`src/rtl/opb_qdr_ctrl_pkg.sv`:
```
// Shared definitions for the OPB QDR control/status slave.
//   Register word indices, STATUS field offsets, error-counter geometry and a
//   byte-enable to bit-mask helper.
// Optional feature macro used by the design: QDR_CTRL_ERRCNT_EN.
package opb_qdr_ctrl_pkg;

  // Register word indices (address offset bits [5:2]).
  localparam logic [3:0] WordCtrl      = 4'd0;
  localparam logic [3:0] WordRstLen    = 4'd1;
  localparam logic [3:0] WordStatus    = 4'd2;
  localparam logic [3:0] WordStickyClr = 4'd3;

  // STATUS field offsets.
  localparam int unsigned StatusPhyRdyOff  = 0;
  localparam int unsigned StatusCalFailOff = 8;
  localparam int unsigned StatusStickyOff  = 16;

  // Per-channel phy_rdy drop counters (optional feature).
  localparam int unsigned ErrCntW    = 16;
  localparam int unsigned ErrCntBase = 4;

  // be[0] is the byte lane of register bits 7:0 (OPB_BE[3] in big-endian terms).
  function automatic logic [31:0] be_to_mask(input logic [3:0] be);
    logic [31:0] mask;
    for (int b = 0; b < 4; b++) begin
      mask[8*b +: 8] = {8{be[b]}};
    end
    return mask;
  endfunction

endpackage

```
`src/rtl/qdr_rst_pulse.sv`:
```
// Per-channel reset pulse generator.
//   clk     : clock
//   rst     : synchronous active-high reset, clears the counter
//   trigger : load the counter with max(len, 1); reloads when already busy
//   len     : pulse length in cycles
//   busy    : a pulse is in progress
//   rst_out : reset output, high for exactly the loaded number of cycles
module qdr_rst_pulse #(
  parameter int unsigned CntW = 8
) (
  input  logic            clk,
  input  logic            rst,
  input  logic            trigger,
  input  logic [CntW-1:0] len,
  output logic            busy,
  output logic            rst_out
);

  logic [CntW-1:0] cnt_q, cnt_d;

  always_comb begin
    cnt_d = cnt_q;
    if (trigger) begin
      cnt_d = (len == '0) ? CntW'(1) : len;
    end else if (cnt_q != '0) begin
      cnt_d = cnt_q - CntW'(1);
    end
  end

  always_ff @(posedge clk) begin
    if (rst) begin
      cnt_q <= '0;
    end else begin
      cnt_q <= cnt_d;
    end
  end

  assign busy    = (cnt_q != '0);
  assign rst_out = busy;

endmodule

```
`src/rtl/opb_qdr_ctrl.sv`:
```
// OPB control/status slave for NUM_QDR QDR SRAM controllers (single clock OPB_Clk).
// Ports:
//   OPB_Clk, OPB_Rst          clock, synchronous active-high reset
//   OPB_ABus/BE/DBus/RNW      OPB request (big-endian bit numbering; vector value = register value)
//   OPB_select, OPB_seqAddr   transfer request, burst hint (ignored)
//   Sl_DBus, Sl_xferAck       read data (zero outside ack) and one-cycle transfer ack
//   Sl_errAck/retry/toutSup   tied low
//   phy_rdy, cal_fail         asynchronous per-channel status inputs
//   qdr_reset                 per-channel active-high reset
// Words: 0 CTRL, 1 RST_LEN, 2 STATUS, 3 STICKY_CLR.
// Define QDR_CTRL_ERRCNT_EN to add read-only phy_rdy drop counters at words 4..4+NUM_QDR-1.
module opb_qdr_ctrl
  import opb_qdr_ctrl_pkg::*;
#(
  parameter logic [31:0] C_BASEADDR      = 32'h0000_0000,
  parameter logic [31:0] C_HIGHADDR      = 32'h0000_00FF,
  parameter int unsigned C_OPB_AWIDTH    = 32,
  parameter int unsigned C_OPB_DWIDTH    = 32,
  parameter int unsigned NUM_QDR         = 2,
  parameter int unsigned RST_CNT_W       = 8,
  parameter int unsigned RST_LEN_DEFAULT = 16,
  parameter int unsigned AUTO_RST        = 1
) (
  input  logic                        OPB_Clk,
  input  logic                        OPB_Rst,
  input  logic [0:C_OPB_AWIDTH-1]     OPB_ABus,
  input  logic [0:C_OPB_DWIDTH/8-1]   OPB_BE,
  input  logic [0:C_OPB_DWIDTH-1]     OPB_DBus,
  input  logic                        OPB_RNW,
  input  logic                        OPB_select,
  input  logic                        OPB_seqAddr,
  output logic [0:C_OPB_DWIDTH-1]     Sl_DBus,
  output logic                        Sl_xferAck,
  output logic                        Sl_errAck,
  output logic                        Sl_retry,
  output logic                        Sl_toutSup,
  input  logic [NUM_QDR-1:0]          phy_rdy,
  input  logic [NUM_QDR-1:0]          cal_fail,
  output logic [NUM_QDR-1:0]          qdr_reset
);

  localparam logic                 AutoRst    = (AUTO_RST != 0);
  localparam logic [RST_CNT_W-1:0] RstLenInit = RST_CNT_W'(RST_LEN_DEFAULT);

  logic [C_OPB_AWIDTH-1:0] addr, offset;
  logic [31:0]             wdata;
  logic [3:0]              word_idx;
  logic                    hit, req;

  logic                    ack_q;
  logic [31:0]             rdata_q, rdata_mux;
  logic                    wr_q;
  logic [3:0]              wr_idx_q;
  logic [31:0]             wr_data_q, wr_mask_q;

  logic [RST_CNT_W-1:0]    rst_len_q, rst_len_d;
  logic [NUM_QDR-1:0]      phy_rdy_m_q, phy_rdy_s_q, cal_fail_m_q, cal_fail_s_q;
  logic [NUM_QDR-1:0]      sticky_q, sticky_d, sticky_clr;
  logic [NUM_QDR-1:0]      ctrl_trig, trig, busy, pulse;
  logic                    auto_q;

  assign addr     = OPB_ABus;
  assign wdata    = OPB_DBus;
  assign offset   = addr - C_OPB_AWIDTH'(C_BASEADDR);
  assign word_idx = offset[5:2];
  assign hit      = OPB_select && (addr >= C_OPB_AWIDTH'(C_BASEADDR)) &&
                    (addr < C_OPB_AWIDTH'(C_HIGHADDR));
  // A new request is only accepted when no ack is pending, giving one ack per access.
  assign req      = hit && !ack_q;

  assign Sl_xferAck = ack_q;
  assign Sl_DBus    = rdata_q;
  assign Sl_errAck  = 1'b0;
  assign Sl_retry   = 1'b0;
  assign Sl_toutSup = 1'b0;

`ifdef QDR_CTRL_ERRCNT_EN
  logic [NUM_QDR-1:0] phy_rdy_p_q;
  logic [ErrCntW-1:0] errcnt_q [NUM_QDR];
  logic [ErrCntW-1:0] errcnt_d [NUM_QDR];

  always_comb begin
    for (int i = 0; i < NUM_QDR; i++) begin
      errcnt_d[i] = errcnt_q[i];
      // Clear wins over a same-cycle increment.
      if (wr_q && (wr_idx_q == 4'(ErrCntBase + i))) begin
        errcnt_d[i] = '0;
      end else if (phy_rdy_p_q[i] && !phy_rdy_s_q[i] && (errcnt_q[i] != '1)) begin
        errcnt_d[i] = errcnt_q[i] + ErrCntW'(1);
      end
    end
  end

  always_ff @(posedge OPB_Clk) begin
    if (OPB_Rst) begin
      phy_rdy_p_q <= '0;
      for (int i = 0; i < NUM_QDR; i++) errcnt_q[i] <= '0;
    end else begin
      phy_rdy_p_q <= phy_rdy_s_q;
      for (int i = 0; i < NUM_QDR; i++) errcnt_q[i] <= errcnt_d[i];
    end
  end
`endif

  // Read data mux, evaluated in the request cycle and registered into the ack cycle.
  always_comb begin
    rdata_mux = '0;
    case (word_idx)
      WordCtrl:   rdata_mux[NUM_QDR-1:0] = busy;
      WordRstLen: rdata_mux[RST_CNT_W-1:0] = rst_len_q;
      WordStatus: begin
        rdata_mux[StatusPhyRdyOff  +: NUM_QDR] = phy_rdy_s_q;
        rdata_mux[StatusCalFailOff +: NUM_QDR] = cal_fail_s_q;
        rdata_mux[StatusStickyOff  +: NUM_QDR] = sticky_q;
      end
      default: begin
`ifdef QDR_CTRL_ERRCNT_EN
        for (int i = 0; i < NUM_QDR; i++) begin
          if (word_idx == 4'(ErrCntBase + i)) rdata_mux[ErrCntW-1:0] = errcnt_q[i];
        end
`endif
      end
    endcase
  end

  // Write side effects commit at the end of the ack cycle from the captured request.
  always_comb begin
    ctrl_trig  = '0;
    sticky_clr = '0;
    rst_len_d  = rst_len_q;
    if (wr_q) begin
      case (wr_idx_q)
        WordCtrl:      ctrl_trig  = wr_data_q[NUM_QDR-1:0] & wr_mask_q[NUM_QDR-1:0];
        WordRstLen:    rst_len_d  = (rst_len_q & ~wr_mask_q[RST_CNT_W-1:0]) |
                                    (wr_data_q[RST_CNT_W-1:0] & wr_mask_q[RST_CNT_W-1:0]);
        WordStickyClr: sticky_clr = wr_data_q[NUM_QDR-1:0] & wr_mask_q[NUM_QDR-1:0];
        default: ;
      endcase
    end
    // A fresh failure beats a same-cycle clear.
    sticky_d = (sticky_q & ~sticky_clr) | cal_fail_s_q;
    // auto_q marks the first cycle after OPB_Rst: every channel pulses with the default length.
    trig     = ctrl_trig | {NUM_QDR{auto_q}};
  end

  always_ff @(posedge OPB_Clk) begin
    if (OPB_Rst) begin
      ack_q        <= 1'b0;
      rdata_q      <= '0;
      wr_q         <= 1'b0;
      wr_idx_q     <= '0;
      wr_data_q    <= '0;
      wr_mask_q    <= '0;
      rst_len_q    <= RstLenInit;
      phy_rdy_m_q  <= '0;
      phy_rdy_s_q  <= '0;
      cal_fail_m_q <= '0;
      cal_fail_s_q <= '0;
      sticky_q     <= '0;
      auto_q       <= AutoRst;
    end else begin
      ack_q        <= req;
      rdata_q      <= (req && OPB_RNW) ? rdata_mux : '0;
      wr_q         <= req && !OPB_RNW;
      if (req) begin
        wr_idx_q  <= word_idx;
        wr_data_q <= wdata;
        wr_mask_q <= be_to_mask(OPB_BE);
      end
      rst_len_q    <= rst_len_d;
      phy_rdy_m_q  <= phy_rdy;
      phy_rdy_s_q  <= phy_rdy_m_q;
      cal_fail_m_q <= cal_fail;
      cal_fail_s_q <= cal_fail_m_q;
      sticky_q     <= sticky_d;
      auto_q       <= 1'b0;
    end
  end

  for (genvar g = 0; g < NUM_QDR; g++) begin : g_chan
    qdr_rst_pulse #(
      .CntW (RST_CNT_W)
    ) u_pulse (
      .clk     (OPB_Clk),
      .rst     (OPB_Rst),
      .trigger (trig[g]),
      .len     (rst_len_q),
      .busy    (busy[g]),
      .rst_out (pulse[g])
    );
  end

  // During OPB_Rst the channels are held in reset when auto-reset is enabled, else released.
  assign qdr_reset = AutoRst ? (pulse | {NUM_QDR{OPB_Rst}}) : (pulse & ~{NUM_QDR{OPB_Rst}});

  logic unused_bits;
  assign unused_bits = ^{OPB_seqAddr, offset, wr_data_q, wr_mask_q};

endmodule

```
`config.mk`:
```
export PLATFORM = sky130hd
export DESIGN_NAME = opb_qdr_ctrl
export DESIGN_NICKNAME = d
export VERILOG_FILES = /design/src/rtl/opb_qdr_ctrl_pkg.sv /design/src/rtl/qdr_rst_pulse.sv /design/src/rtl/opb_qdr_ctrl.sv
export SDC_FILE = /design/constraint.sdc
export NUM_CORES = 1
export LEC_CHECK = 0
export ABC_AREA = 0
export CAP_MARGIN = 20
export CORE_UTILIZATION = 30
export CTS_CLUSTER_SIZE = 30
export DETAILED_ROUTE_END_ITERATION = 8
export RECOVER_POWER = 25
export SETUP_SLACK_MARGIN = 0.02
export SLEW_MARGIN = 25
export SYNTH_ARGS = -nofsm -noshare
export SYNTH_HDL_FRONTEND = slang
export SYNTH_HIERARCHICAL = 1
export SYNTH_SLANG_ARGS = --single-unit
```
`constraint.sdc`:
```
create_clock -name OPB_Clk -period 2.38 [get_ports OPB_Clk]
set_clock_uncertainty 0.05 [all_clocks]
set_input_delay 0.357 -clock OPB_Clk [delete_from_list [all_inputs] [get_ports OPB_Clk]]
set_output_delay 0.357 -clock OPB_Clk [all_outputs]
set_load 0.03 [all_outputs]
```
# [Yosys cells after proc, flatten, opt, wreduce, memory -nomap -nowiden]
# Index checks and enable logic that the tools add are counted.
# W data, S select, Z words.
[op_classes] n_reduce_logical=18 n_eq_ne=4 addsub=2 bitwise=13 magnitude_cmp=2 muxes=11
[ops] operator="$mux W8" n=5
[ops] operator="$ge A32 B1 Y1 const B" n=1
[ops] operator="$lt A32 B8 Y1 const B" n=1
[ops] operator="$and A8 B8 Y8" n=2
[ops] operator="$reduce_bool A8 Y1" n=2
[ops] operator="$sub A8 B1 Y8 const B" n=2
[ops] operator="$eq A4 B1 Y1 const B" n=2
[ops] operator="$eq A4 B2 Y1 const B" n=2
[ops] operator="$logic_not A4 Y1" n=2
[ops] operator="$logic_not A8 Y1" n=1
[ops] operator="$mux W2" n=4
[ops] operator="$not A8 Y8" n=1
[ops] operator="$or A8 B8 Y8" n=1
[ops] operator="$or A2 B2 Y2" n=3
[ops] operator="$pmux W2 S3" n=1
[ops] operator="$reduce_or A3 Y1" n=2
[ops] operator="$logic_and A1 B1 Y1" n=5
[ops] operator="$and A2 B2 Y2" n=2
[ops] operator="$reduce_bool A2 Y1" n=2
[ops] operator="$not A1 Y1" n=3
[ops] operator="$logic_not A1 Y1" n=2
[ops] operator="$not A2 Y2" n=1
[ops] operator="$reduce_and A2 Y1" n=1
[ops] operator="$reduce_or A2 Y1" n=1
[ops] operator="$mux W1" n=1
[totals] reg_bits=82 wordCells=68 out_inout_bits=38

# [Depth between registers and ports, before layout]
[depth] ltp_word=7 depth_mapped=8 depth_no_buf=8

# [Modules after synthesis]
# The synthesis kept the hierarchy.
[by_module_without_submodules] module="opb_qdr_ctrl" cells_per_inst=209 instances=1 area_per_inst_um2=2026.9 seq_area_each_um2=920.9
[by_module_without_submodules] module="qdr_rst_pulse" cells_per_inst=57 instances=2 area_per_inst_um2=501.7 seq_area_each_um2=160.2

# [Worst setup path after synthesis]
# No wires, ideal clock.
[synth_path] kind="register to output" start="register g_chan[0].u_pulse.cnt_q[2]" end="output port qdr_reset[0]" slack_ns=0.124 path_stages_with_launch=6 required_ns=1.973 t_arrival_ns=1.849 path_cell_list="dfxtp_1 -> or4_4 -> nor4b_4 -> inv_1 -> buf_4 -> or2_2"
[synth_via] elab_chain_cells=2
[synth_lines] item="start: declaration" line_no="qdr_rst_pulse.sv:19" text="logic [CntW-1:0] cnt_q, cnt_d;"
[synth_lines] item="start signal: assignment" line_no="qdr_rst_pulse.sv:34" text="cnt_q <= cnt_d;"
[synth_lines] item="$reduce_bool A8 Y1" line_no="qdr_rst_pulse.sv:38" text="assign busy = (cnt_q != '0);"
[synth_lines] item="net busy[0]" line_no="opb_qdr_ctrl.sv:59" text="logic [NUM_QDR-1:0] ctrl_trig, trig, busy, pulse;"
[synth_lines] item="$or A2 B2 Y2" line_no="opb_qdr_ctrl.sv:194" text="assign qdr_reset = AutoRst ? (pulse | {NUM_QDR{OPB_Rst}}) : (pulse & ~{NUM_QDR{OPB_Rst}});"
[synth_lines] item="end: declaration" line_no="opb_qdr_ctrl.sv:39" text="output logic [NUM_QDR-1:0] qdr_reset"
# The timed path passes the listed nets, and every way through them passes these cells.

# [Final worst setup path]
[layout_path] start="register g_chan[0].u_pulse.cnt_q[4]" end="output port qdr_reset[0]"
# Same word-level chain as after synthesis.

==> metrics.txt <==
CP delay by family, top=simple AND/OR/NAND/NOR gates; Max Slew Vio Count=0; share of the synthesized area in the top cell type=41.0%; Synth Instances=323; asr flop ratio synth=0%; mapped cell area=0.00303 mm^2; Syn Area/Cell=9.38 um^2; maximum VDD drop=0.000211 V; power per cell area=663 mW/mm^2; pin count of the biggest net entering global routing=48; # IOs=115; Final min period=2.35 ns; nets=486; final hold vios=0; Core ar.=0.00977 mm^2; CP Max Fanout=2; most frequent cells in the layout=dfxtp_1, clkdlybuf4s50_1, nand2b_1; Final GP Congestion=0.766; CP Cell Sequence=or4_4 -> nor4b_4 -> inv_2 -> or2_4 -> buf_6; num rows=36; Pwr Total=0.00270 W; Via Count=2432; Worst path depth=5; setup_tns=0 ns; CTS sink cnt=62; Area Overhead vs Synth=34.1%; synth warn=6; Critical Path RT=1.97 ns; DIE AREA=0.0105 mm^2; CTS buffer count=9; Worst R2R Setup Slack=0.06 ns; Remaining Overflow, GRT=0; Post-synth EDFFs=0; root buf cell=clkbuf_8; Critical Path Start=g_chan[0].u_pulse/cnt_q[4]; FF-to-FF End=Sl_DBus[30]; DR pass1 iterations=4; maximum clock rate=426 MHz; commonest non-fill, non-tap cell in the layout=dfxtp_1; Slew @ Worst Pin=0.824 ns; arrival time at the worst endpoint=1.94 ns; Worst-path clk slew=0.07 ns; antenna violations before repair=0; wire per inst=12.3 um; Worst setup SP type=flop; crit path to=qdr_reset[0]; clk buf depth=2; CP endpoint kind=output port; Routed WL=6680 um; Port Buffers=63; die height=103 um; first-pass GRT wire length=10800 um; CTS tree=built; slowest cell delay on critical path=0.55 ns; Vias/cell=4.48; sequential share of the synthesized area=41.0%; Synth area leader=dfxtp_1; clk_lat worst skew=0.34 ns; headroom to the max-slew limit=45.1%; Final period util=98.6%; reg2reg path depth=12; number of synthesized register bits=62; CTS Hold Buffers Added=0; Lkg Pwr=1.53 nW; status=completed; hpwl dp=4990 um; number of H-tree levels=3; chip width=103 um; number of fill cells=984; unrepaired setup endpoints after global routing=yes; Distinct cells, synth=40; residual DRC count=0; antenna cell count=0; vias in the first global route=2307; share of layout cells above drive strength 1=18.3%; Iter 0 DRT Violations=54; highest-delay cell along the critical path=or4_4; max capacitance violation total=0; Total GRT Usage=13.7%; largest cells by area after synthesis=dfxtp_1, mux2i_1, buf_4; critical path type=reg -> out; Hold Path Class=reg -> reg; Finish-stage setup viols=0; top_reg_cell synth=dfxtp_1; Bufs and invs on worst path=2; reg2reg start=g_chan[1].u_pulse/cnt_q[3]; Initial Util=31.0%; Antenna Nets Post-Route=0
==> stage by stage <==
stage / util [%] / instance area [um^2] / setup WS, ns / instances / hold slack, ns
floorplan: - / 3110 / 0.124 / 345 / 0.335
finish: 41.6 / 4070 / 0.0341 / 543 / 0.385
global placement: 39.1 / 3820 / -0.177 / 523 / 0.368
CTS: 41.7 / 4070 / 0.00889 / 543 / 0.390
global route: 41.6 / 4070 / -0.0407 / 543 / 0.409
detailed placement: 39.1 / 3820 / -0.185 / 523 / 0.374
==> power breakdown <==
| part | leakage [nW] | total [W] | internal [W] | switching (W) |
|---|---|---|---|---|
| clock | 0.106 | 0.000997 | 0.000588 | 0.000409 |
| sequential | 0.505 | 0.00110 | 0.00108 | 0.0000255 |
| combinational | 0.918 | 0.000599 | 0.000326 | 0.000273 |
| total | 1.53 | 0.00270 | 0.00199 | 0.000708 |
==> logic make-up after synthesis <==
| logic type | count (synthesis) | share of synthesized area [%] |
|---|---|---|
| and+or+nand+nor | 132 | 28.3 |
| other | 1 | 0.124 |
| adders and majority gates | 4 | 1.65 |
| muxes | 24 | 8.01 |
| AOI/OAI and AO/OA | 32 | 7.43 |
| buffers and inverters | 58 | 10.7 |
| xor gates and xnor gates | 10 | 2.89 |
| DFF | 62 | 41.0 |
==> synthesized netlist by cell type (all sizes together) (3+ instances only) <==
cell type / count
inv: 20
clkbuf: 9
or3: 4
nor4: 11
xnor2: 10
o32ai: 4
dfxtp: 62
nor4b: 3
nand2b: 28
a21oi: 13
nor3: 14
a211oi: 6
nor2: 23
nand4: 3
nand2: 16
nor3b: 4
buf: 29
ha: 4
nand3: 3
or4: 5
or2: 4
nand4b: 3
nor2b: 9
mux2i: 22
==> final cells by class <==
cell class	instances	area [um^2]	area share (%)
Multi-Input combinational cell	225	1550	38.2
Sequential cell	62	1240	30.6
Timing Repair Buffer	87	813	20.0
Tap cell	133	166	4.09
Clock buffer	10	128	3.14
Clock inverter	6	86.3	2.12
Inverter	20	75.1	1.85
==> worst register-to-register path, delay by kind of cell, from the launching register on <==
kind | cells | cell delay, ns
buffers and inverters | 6 | 0.68
and+or+nand+nor | 4 | 0.94
muxes | 1 | 0.11
DFF | 1 | 0.31
AOI/OAI and AO/OA | 1 | 0.12
==> per-layer routing <==
metal  track usage (%)  wire, um
met3              4.20       317
met1              16.4      2950
met4              4.62        70
met2              23.2      3340
met5                 0         0
==> worst min path at each step <==
stage,from,depth (start not counted),end
detailed placement,cal_fail_m_q[0],1,cal_fail_s_q[0]
global placement,cal_fail_m_q[1],1,cal_fail_s_q[1]
global route,cal_fail_s_q[0],2,Sl_DBus[23]
floorplan,OPB_Rst,0,auto_q
finish,cal_fail_s_q[0],2,Sl_DBus[23]
CTS,cal_fail_m_q[0],1,cal_fail_s_q[0]
==> timing repair <==
| item | CTS | global route |
|---|---|---|
| gates resized for setup | 17 | 2 |
| buffers inserted | 4 | 0 |
| pin swaps | 4 | 0 |
| endpoints found under the setup margin | 2 | 3 |
No activity file was read; power rests on OpenSTA's default activity.
